`config.mk`:
```
export PLATFORM = sky130hd
export DESIGN_NAME = arm_seq_controller
export DESIGN_NICKNAME = d
export VERILOG_FILES = /design/src/rtl/arm_seq_controller.sv
export SDC_FILE = /design/constraint.sdc
export NUM_CORES = 1
export LEC_CHECK = 0
export BUFFER_PORTS_ARGS = -buffer_cell sky130_fd_sc_hd__buf_2
export CAP_MARGIN = 20
export CORE_MARGIN = 5
export CORE_UTILIZATION = 45
export DETAILED_ROUTE_END_ITERATION = 16
export PLACE_DENSITY_LB_ADDON = 0.2
export RECOVER_POWER = 100
export SLEW_MARGIN = 10
export SYNTH_ARGS = -nofsm -noshare
export SYNTH_HDL_FRONTEND = slang
export SYNTH_SLANG_ARGS = --single-unit
```
`constraint.sdc`:
```
create_clock -name clk -period 1.7 [get_ports clk]
set_clock_uncertainty 0.2 [all_clocks]
set_input_delay 0.085 -clock clk [delete_from_list [all_inputs] [get_ports clk]]
set_output_delay 0.085 -clock clk [all_outputs]
set_load 0.02 [all_outputs]
```
`src/rtl/arm_seq_controller.sv`:
```
// Multi-cycle CPU control sequencer: latches the decoded opcode, evaluates the ARM condition
// field, and walks data-processing, load/store and branch instructions through Moore-decoded states.
module arm_seq_controller #(
  parameter int OPCODE_W    = 7,
  parameter int ALU_OP_W    = 3,
  parameter int MEM_TIMEOUT = 16,
  parameter int CNT_W       = 32
) (
  input  logic                clk,
  input  logic                rst,
  input  logic [OPCODE_W-1:0] opcode,
  input  logic [3:0]          cond,
  input  logic [31:0]         status_reg,
  input  logic                mem_ack,
  output logic                waiting,
  output logic [1:0]          wb_sel,
  output logic                sel_A,
  output logic                sel_B,
  output logic                sel_shift,
  output logic                w_en,
  output logic                en_A,
  output logic                en_B,
  output logic                en_C,
  output logic                en_S,
  output logic [ALU_OP_W-1:0] ALU_op,
  output logic                load_ir,
  output logic                load_pc,
  output logic                sel_pc,
  output logic                load_addr,
  output logic                sel_addr,
  output logic                ram_w_en,
  output logic                mem_req,
  output logic                halted,
  output logic                fault,
  output logic [CNT_W-1:0]    retired
);

  localparam int TMO_W = $clog2(MEM_TIMEOUT + 1);
  localparam logic [ALU_OP_W-1:0] ALU_ADD = ALU_OP_W'(0);
  localparam logic [ALU_OP_W-1:0] ALU_SUB = ALU_OP_W'(1);
  localparam logic [ALU_OP_W-1:0] ALU_AND = ALU_OP_W'(2);
  localparam logic [ALU_OP_W-1:0] ALU_ORR = ALU_OP_W'(3);
  localparam logic [ALU_OP_W-1:0] ALU_EOR = ALU_OP_W'(7);

  typedef enum logic [3:0] {
    S_RESET, S_FETCH, S_DECODE, S_LOAD_REGS, S_EXEC, S_WB, S_ADDR,
    S_MEM, S_WB_BASE, S_BRANCH, S_ADV_PC, S_HALTED, S_FAULT
  } state_t;

  state_t             state_reg, state_next;
  logic [6:0]         op_reg;
  logic [TMO_W-1:0]   tmo_reg;
  logic [CNT_W-1:0]   retired_reg;
  logic               cond_pass;
  logic               is_ldst, is_cmp, base_wb;
  logic               flag_n, flag_z, flag_c, flag_v;
  logic               unused_status;

  assign unused_status = ^status_reg[27:0];

  generate
    if (OPCODE_W > 7) begin : g_op_hi
      logic unused_op_hi;
      assign unused_op_hi = ^opcode[OPCODE_W-1:7];
    end
  endgenerate

  assign {flag_n, flag_z, flag_c, flag_v} = status_reg[31:28];

  always_comb begin
    cond_pass = 1'b0;
    case (cond)
      4'h0: cond_pass = flag_z;
      4'h1: cond_pass = !flag_z;
      4'h2: cond_pass = flag_c;
      4'h3: cond_pass = !flag_c;
      4'h4: cond_pass = flag_n;
      4'h5: cond_pass = !flag_n;
      4'h6: cond_pass = flag_v;
      4'h7: cond_pass = !flag_v;
      4'h8: cond_pass = flag_c && !flag_z;
      4'h9: cond_pass = !flag_c || flag_z;
      4'hA: cond_pass = (flag_n == flag_v);
      4'hB: cond_pass = (flag_n != flag_v);
      4'hC: cond_pass = !flag_z && (flag_n == flag_v);
      4'hD: cond_pass = flag_z || (flag_n != flag_v);
      4'hE: cond_pass = 1'b1;
      default: cond_pass = 1'b0;
    endcase
  end

  // Latched-instruction attributes; only meaningful after DECODE.
  assign is_ldst = (op_reg[6:5] == 2'b10);
  assign is_cmp  = !op_reg[6] && (op_reg[2:0] == 3'b010);
  assign base_wb = op_reg[1] || !op_reg[3];

  always_ff @(posedge clk) begin
    if (rst) begin
      state_reg   <= S_RESET;
      op_reg      <= '0;
      tmo_reg     <= '0;
      retired_reg <= '0;
    end else begin
      state_reg <= state_next;
      if (state_reg == S_DECODE)
        op_reg <= opcode[6:0];
      if (state_reg == S_MEM && !mem_ack)
        tmo_reg <= tmo_reg + TMO_W'(1);
      else
        tmo_reg <= '0;
      if (state_reg == S_BRANCH || state_reg == S_ADV_PC)
        retired_reg <= retired_reg + CNT_W'(1);
    end
  end

  assign retired = retired_reg;

  always_comb begin
    state_next = state_reg;
    waiting    = 1'b1;
    wb_sel     = 2'b00;
    sel_A      = 1'b0;
    sel_B      = 1'b0;
    sel_shift  = 1'b0;
    w_en       = 1'b0;
    en_A       = 1'b0;
    en_B       = 1'b0;
    en_C       = 1'b0;
    en_S       = 1'b0;
    ALU_op     = ALU_ADD;
    load_ir    = 1'b0;
    load_pc    = 1'b0;
    sel_pc     = 1'b0;
    load_addr  = 1'b0;
    sel_addr   = 1'b0;
    ram_w_en   = 1'b0;
    mem_req    = 1'b0;
    halted     = 1'b0;
    fault      = 1'b0;
    case (state_reg)
      S_RESET: begin
        waiting    = 1'b0;
        state_next = S_FETCH;
      end
      S_FETCH: begin
        load_ir    = 1'b1;
        state_next = S_DECODE;
      end
      S_DECODE: begin
        // HLT is checked before the condition so a halt is never skipped.
        if (opcode[6:0] == 7'd1)                      state_next = S_HALTED;
        else if (opcode[6:0] == 7'd0 || !cond_pass)   state_next = S_ADV_PC;
        else if (opcode[6:5] == 2'b11)                state_next = S_BRANCH;
        else                                          state_next = S_LOAD_REGS;
      end
      S_LOAD_REGS: begin
        en_A       = op_reg[3];
        en_B       = op_reg[4];
        en_S       = op_reg[4];
        sel_shift  = op_reg[5];
        state_next = is_ldst ? S_ADDR : S_EXEC;
      end
      S_EXEC: begin
        case (op_reg[2:0])
          3'b001, 3'b010: ALU_op = ALU_SUB;
          3'b011:         ALU_op = ALU_AND;
          3'b100:         ALU_op = ALU_ORR;
          3'b101:         ALU_op = ALU_EOR;
          default:        ALU_op = ALU_ADD;
        endcase
        sel_A      = !op_reg[3];
        sel_B      = !op_reg[4];
        en_C       = 1'b1;
        en_S       = is_cmp;
        state_next = S_WB;
      end
      S_WB: begin
        w_en       = !is_cmp;
        wb_sel     = is_ldst ? 2'b01 : 2'b00;
        state_next = (is_ldst && base_wb) ? S_WB_BASE : S_ADV_PC;
      end
      S_ADDR: begin
        ALU_op     = op_reg[2] ? ALU_ADD : ALU_SUB;
        load_addr  = 1'b1;
        sel_addr   = op_reg[3];
        state_next = S_MEM;
      end
      S_MEM: begin
        mem_req  = 1'b1;
        ram_w_en = !op_reg[4];
        // An ack in the timeout cycle still completes the access.
        if (mem_ack) begin
          if (op_reg[4])    state_next = S_WB;
          else if (base_wb) state_next = S_WB_BASE;
          else              state_next = S_ADV_PC;
        end else if (tmo_reg == TMO_W'(MEM_TIMEOUT)) begin
          state_next = S_FAULT;
        end
      end
      S_WB_BASE: begin
        w_en       = 1'b1;
        state_next = S_ADV_PC;
      end
      S_BRANCH: begin
        load_pc = 1'b1;
        sel_pc  = 1'b1;
        if (op_reg[0]) begin
          w_en   = 1'b1;
          wb_sel = 2'b10;
        end
        state_next = S_FETCH;
      end
      S_ADV_PC: begin
        load_pc    = 1'b1;
        state_next = S_FETCH;
      end
      S_HALTED: begin
        waiting = 1'b0;
        halted  = 1'b1;
      end
      S_FAULT: begin
        waiting = 1'b0;
        fault   = 1'b1;
      end
      default: begin
        waiting    = 1'b0;
        state_next = S_RESET;
      end
    endcase
  end

endmodule

```
== Yosys cells after proc, flatten, opt, wreduce, memory -nomap -nowiden ==
Index checks and enable logic that the tools add are counted.

* Register bits: 48
* Output and inout bits: 55

* $add $sub $neg: 2
* Eq/ne operators: 38
* Muxes and demuxes: 36
* Bitwise operators: 2
* Reduce and logical (&&, ||, !) cells: 30

{| class="wikitable"
|+ Operators by type and width
! kind !! count
|-
| 4-bit equality test, second input constant || 12
|-
| 4-bit case mux with 10 select lines || 1
|-
| 32-bit by 1-bit adder with 32-bit output, second input constant || 1
|-
| 4-bit by 3-bit equality test with 1-bit output, second input constant || 8
|-
| 4-bit two-way mux || 6
|-
| 1-bit two-way mux || 19
|-
| 4-bit by 2-bit equality test with 1-bit output, second input constant || 4
|-
| 1-bit case mux with 15 select lines || 1
|-
| 3-bit case mux with 4 select lines || 1
|-
| 1-bit zero test || 10
|-
| 10-bit OR reduction || 1
|-
| 4-bit by 1-bit equality test with 1-bit output, second input constant || 2
|-
| 4-bit zero test || 2
|-
| 2-bit two-way mux || 4
|-
| 2-bit OR reduction || 4
|-
| 7-bit by 1-bit equality test with 1-bit output, second input constant || 1
|-
| 7-bit zero test || 1
|-
| 3-bit by 2-bit equality test with 1-bit output, second input constant || 2
|-
| 3-bit equality test, second input constant || 2
|-
| 3-bit case mux with 2 select lines || 1
|-
| 5-bit by 1-bit adder with 5-bit output, second input constant || 1
|-
| 5-bit equality test, second input constant || 1
|-
| 1-bit logical AND || 5
|-
| 1-bit logical OR || 5
|-
| other kinds (11) || 13
|}

== Logic depth before layout (Yosys ltp) ==
* Depth after elaboration: 8
* Depth in mapped cells: 7

== Worst setup path after synthesis ==
No wires, ideal clock.

* Path kind: register to register
* Start: reg retired_reg[3], in the netlist retired[3]
* End: reg retired_reg[26], in the netlist retired[26]
* Setup time: 128 ps
* Arrival time: 1572 ps
* Required time: 1372 ps
* Slack: -199 ps
* Stages on the path, launching flop included: 7
* Cell sequence: dfxtp_1 > and4_4 > nand4_4 > nor3_4 > nand4_1 > xor2_1 > nor2_1

* Cells in the longest elaborated chain, start to end: 1

{| class="wikitable"
|+ Ends and longest elaborated chain
! item !! line !! source
|-
| start, declared || 53 || <nowiki>logic [CNT_W-1:0] retired_reg;</nowiki>
|-
| start signal, assigned || 112 || <nowiki>retired_reg <= retired_reg + CNT_W'(1);</nowiki>
|-
| 32-bit by 1-bit adder with 32-bit output || 112 ||
|}

Every way passes these cells.
A chain may end at the register's enable or synchronous reset.

== Final worst setup path ==
* Start: reg state_reg[1]
* End: reg retired_reg[14], in the netlist retired[14]

* Cells in the longest elaborated chain, start to end: 2
* Elaborated cells between the ends (all ways): 3

{| class="wikitable"
|+ Ends and longest elaborated chain
! item !! line !! source
|-
| start, declared || 50 || <nowiki>state_t state_reg, state_next;</nowiki>
|-
| start signal, assigned || 104 || <nowiki>state_reg <= state_next;</nowiki>
|-
| 4-bit equality test || 111 || <nowiki>if (state_reg == S_BRANCH || state_reg == S_ADV_PC)</nowiki>
|-
| 1-bit logical OR (*) || 111 ||
|}

Every way passes the cells marked *; elsewhere a longest branch is shown, timed or not.

==> results.txt <==
Placer Congestion: 0.8286
Synth Area per Inst: 8.008 sq um
Yosys reg bits: 48
largest net degree at the start of global routing: 19
Yosys warning count: 0
post-layout instance count excluding filler cells: 571
via count: 3,019
CTS Sinks: 48
EDFF count, synth: 0
row count: 28
Worst R2R Setup Slack: -230 ps
critical path endpoint: retired[14]
layout cells sized above 1: 49.60%
Final Hold Violating Endpoints: 0
share of the synthesized area in the top cell type: 35.82%
antenna-violating nets left: 0
max cap viols: 0
Chip Height: 87.21 um
Largest register FFs: 32
Clock Tree Root: clkbuf_8
crit-path cells: buf_4 -> buf_12 -> xnor2_4 -> nor2_4 -> and3_4 -> nand4_1 -> xor2_1 -> nor2_1
largest area contributor in the netlist: dfxtp_1
Worst Tran Pin Value: 401.6 ps
worst r2r dst: retired[14]
syn_nets: 384
Slew headroom: 73.22%
Sw Share: 37.83%
CP max-delay cell: dfxtp_4
maximum vdd drop: 1.045 mV
Pwr per Cell Area: 1055 nW/um^2
vias in the first global route: 2,937
Max clock buf depth: 2
I/O pin total: 101
Post-Syn Instances: 335
Post-Route Setup TNS: -4096 ps
antenna violations before repair: 0
Flop pwr share: 26.9%
Crit Path Max Fanout: 6
H-tree depth: 2
TritonRoute pass-1 iters: 4
Synth async-reset ratio: 0%
RR Startpoint: state_reg[1]
grt ovf: 0
Worst EP arrival: 1920 ps
WS Path Type: flop to flop
P_leak: 1.899 nW
Initial Util: 45.85%
Comb pwr share: 55.1%
post-DP HPWL: 5521 um
Clk pin slew, worst setup/hold paths: 90 ps
dpl cells: 527
NumNets Final: 544
Achievable Freq: 517.8 MHz
count of cell types in the netlist: 54
clk_lat worst skew: 300 ps
net load switching power: 1.828 mW
CTS tree: done
part of the cycle the worst path needs: 113.6%
CP startpoint kind: flop
Num CTS Buffers: 5
Routed WL per cell: 15.96 um
Setup crit start: state_reg[1]
GRT Resource Usage Total: 21.75%
Core Region: 5851 sq um
slowest cell delay on critical path: 360 ps
max-slew violations: 0
Setup Viol. Count Final: 44
vias per cell: 5.287
Critical Path RT: 1690 ps
clock share of power: 18.0%
Port Buffers: 72
Synth Flop Type: dfxtp_1
fin area: 4582 sq um
Diodes inserted: 0
Die Wd: 87.21 um
top area cells in the synthesized netlist: dfxtp_1 36%, xor2_1 8.8%, nor2_1 7.7%
violated checks: setup timing
RSZ-0062 raised after global routing: true
Seq/Total Area, Yosys: 35.82%
die area: 7606 sq um
initial DRC count: 128
Hold Path Class: input port to flop
status: complete, but fails checks
total power draw: 4.833 mW
worst-case reg-to-reg path depth: 8
Post-DP Area: 3602 sq um
final wirelength: 9113 um
Area Growth Syn to Fin: 70.80%
Worst Slack Setup Final: -231.2 ps
Cell Int Power: 3.005 mW
Residual DRC: 0
Final Critical Period: 1931 ps
CP endpoint kind: flop
first-pass GRT wire length: 13,300 um
Hold Slack: 182.0 ps
Post-Syn Area: 2683 sq um
==> through the flow <==
| step | util (%) | worst slack [ps] |
|---|---|---|
| final | 78.31 | -231.2 |
| after detailed placement | 61.57 | -109.5 |
| after CTS | 71.88 | -80.61 |
| after global routing | 78.31 | -297.0 |
| after global placement | 61.57 | -54.99 |
| after floorplan | - | -48.70 |
==> power groups by stage <==
stage	clock network, mW	registers [mW]	logic (mW)
2_1_floorplan	0	1.25	1.00
3_3_place_gp	0	1.29	1.41
3_5_place_dp	0	1.29	1.43
4_1_cts	0.875	1.28	2.15
5_1_grt	0.909	1.31	2.80
6_report	0.870	1.30	2.66
==> synth_stat cells (2+ instances only) <==
master	n
nor2b_1	3
a21oi_1	15
dfxtp_1	48
nand3_2	3
nand2_1	43
mux2i_1	2
and4_1	2
nand2b_1	7
and3_1	12
nor3_1	6
nand3_1	17
o32ai_1	2
a41oi_1	2
o21ai_0	8
clkbuf_1	8
nor4_1	2
a211oi_1	2
nor3_4	2
ha_1	3
xor2_1	27
xnor2_1	9
nand4_1	7
inv_1	12
nor2_1	55
nand3b_1	4
buf_2	2
or3_1	4
buf_4	2
==> cells by family after synthesis <==
group / synth area share (%)
xor+xnor: 12.36
simple gates: 33.07
buf+inv: 4.477
flops: 35.82
mux: 1.726
fa+ha+maj: 1.399
compound gates: 11.15
==> what timing repair did <==
| action | CTS | global route |
|---|---|---|
| setup buffers | 15 | 16 |
| hold buffers | 7 | 2 |
| setup endpoints to repair | 46 | 55 |
| pin swaps | 22 | 44 |
| hold endpoints to repair | 19 | 8 |
| gates resized for setup | 68 | 84 |
| cloned | 1 | 0 |
==> worst max-delay path: cells and delay by family, from the launching register on <==
family | cells | cell delay [ps]
simple gates | 4 | 660
xor+xnor | 2 | 300
buf+inv | 2 | 300
flops | 1 | 360
==> area by class of cell <==
| class | count | area [sq um] |
|---|---|---|
| Multi-Input combinational cell | 260 | 2048 |
| Fill cell | 401 | 1269 |
| Timing Repair Buffer | 168 | 1252 |
| Sequential cell | 48 | 1018 |
| Tap cell | 75 | 93.84 |
| Clock buffer | 6 | 82.58 |
| Inverter | 12 | 52.55 |
| Clock inverter | 2 | 33.78 |
==> how the worst min path moves through the flow <==
stage	startpoint	to	slack [ps]	depth (start not counted)
floorplan	opcode[5]	op_reg[5]	20	2
global placement	opcode[3]	op_reg[3]	140	3
detailed placement	opcode[1]	op_reg[1]	140	3
CTS	rst	retired[13]	-40	2
global route	cond[0]	state_reg[0]	240	5
finish	cond[0]	state_reg[0]	180	5
==> layout by cell type (no fill, tap or decap), types with 8 or more instances in the layout <==
| master | n |
|---|---|
| a21oi_1 | 8 |
| buf_2 | 22 |
| buf_4 | 78 |
| buf_6 | 23 |
| clkbuf_1 | 32 |
| dfxtp_1 | 28 |
| dfxtp_4 | 13 |
| dlygate4sd3_1 | 9 |
| nand2_1 | 36 |
| nand3_2 | 11 |
| nor2_1 | 40 |
| nor2_2 | 8 |
| nor2_4 | 8 |
| xor2_1 | 26 |
==> per-layer routing <==
layer,share of wire [%],vias to the layer above,track usage [%]
met3,5.7,15,4.257
met2,53,97,39.48
met5,0,-,0
met4,1.8,0,6.695
met1,40,1447,25.64
li1,-,1460,-
(Power assumes the default switching activity.)
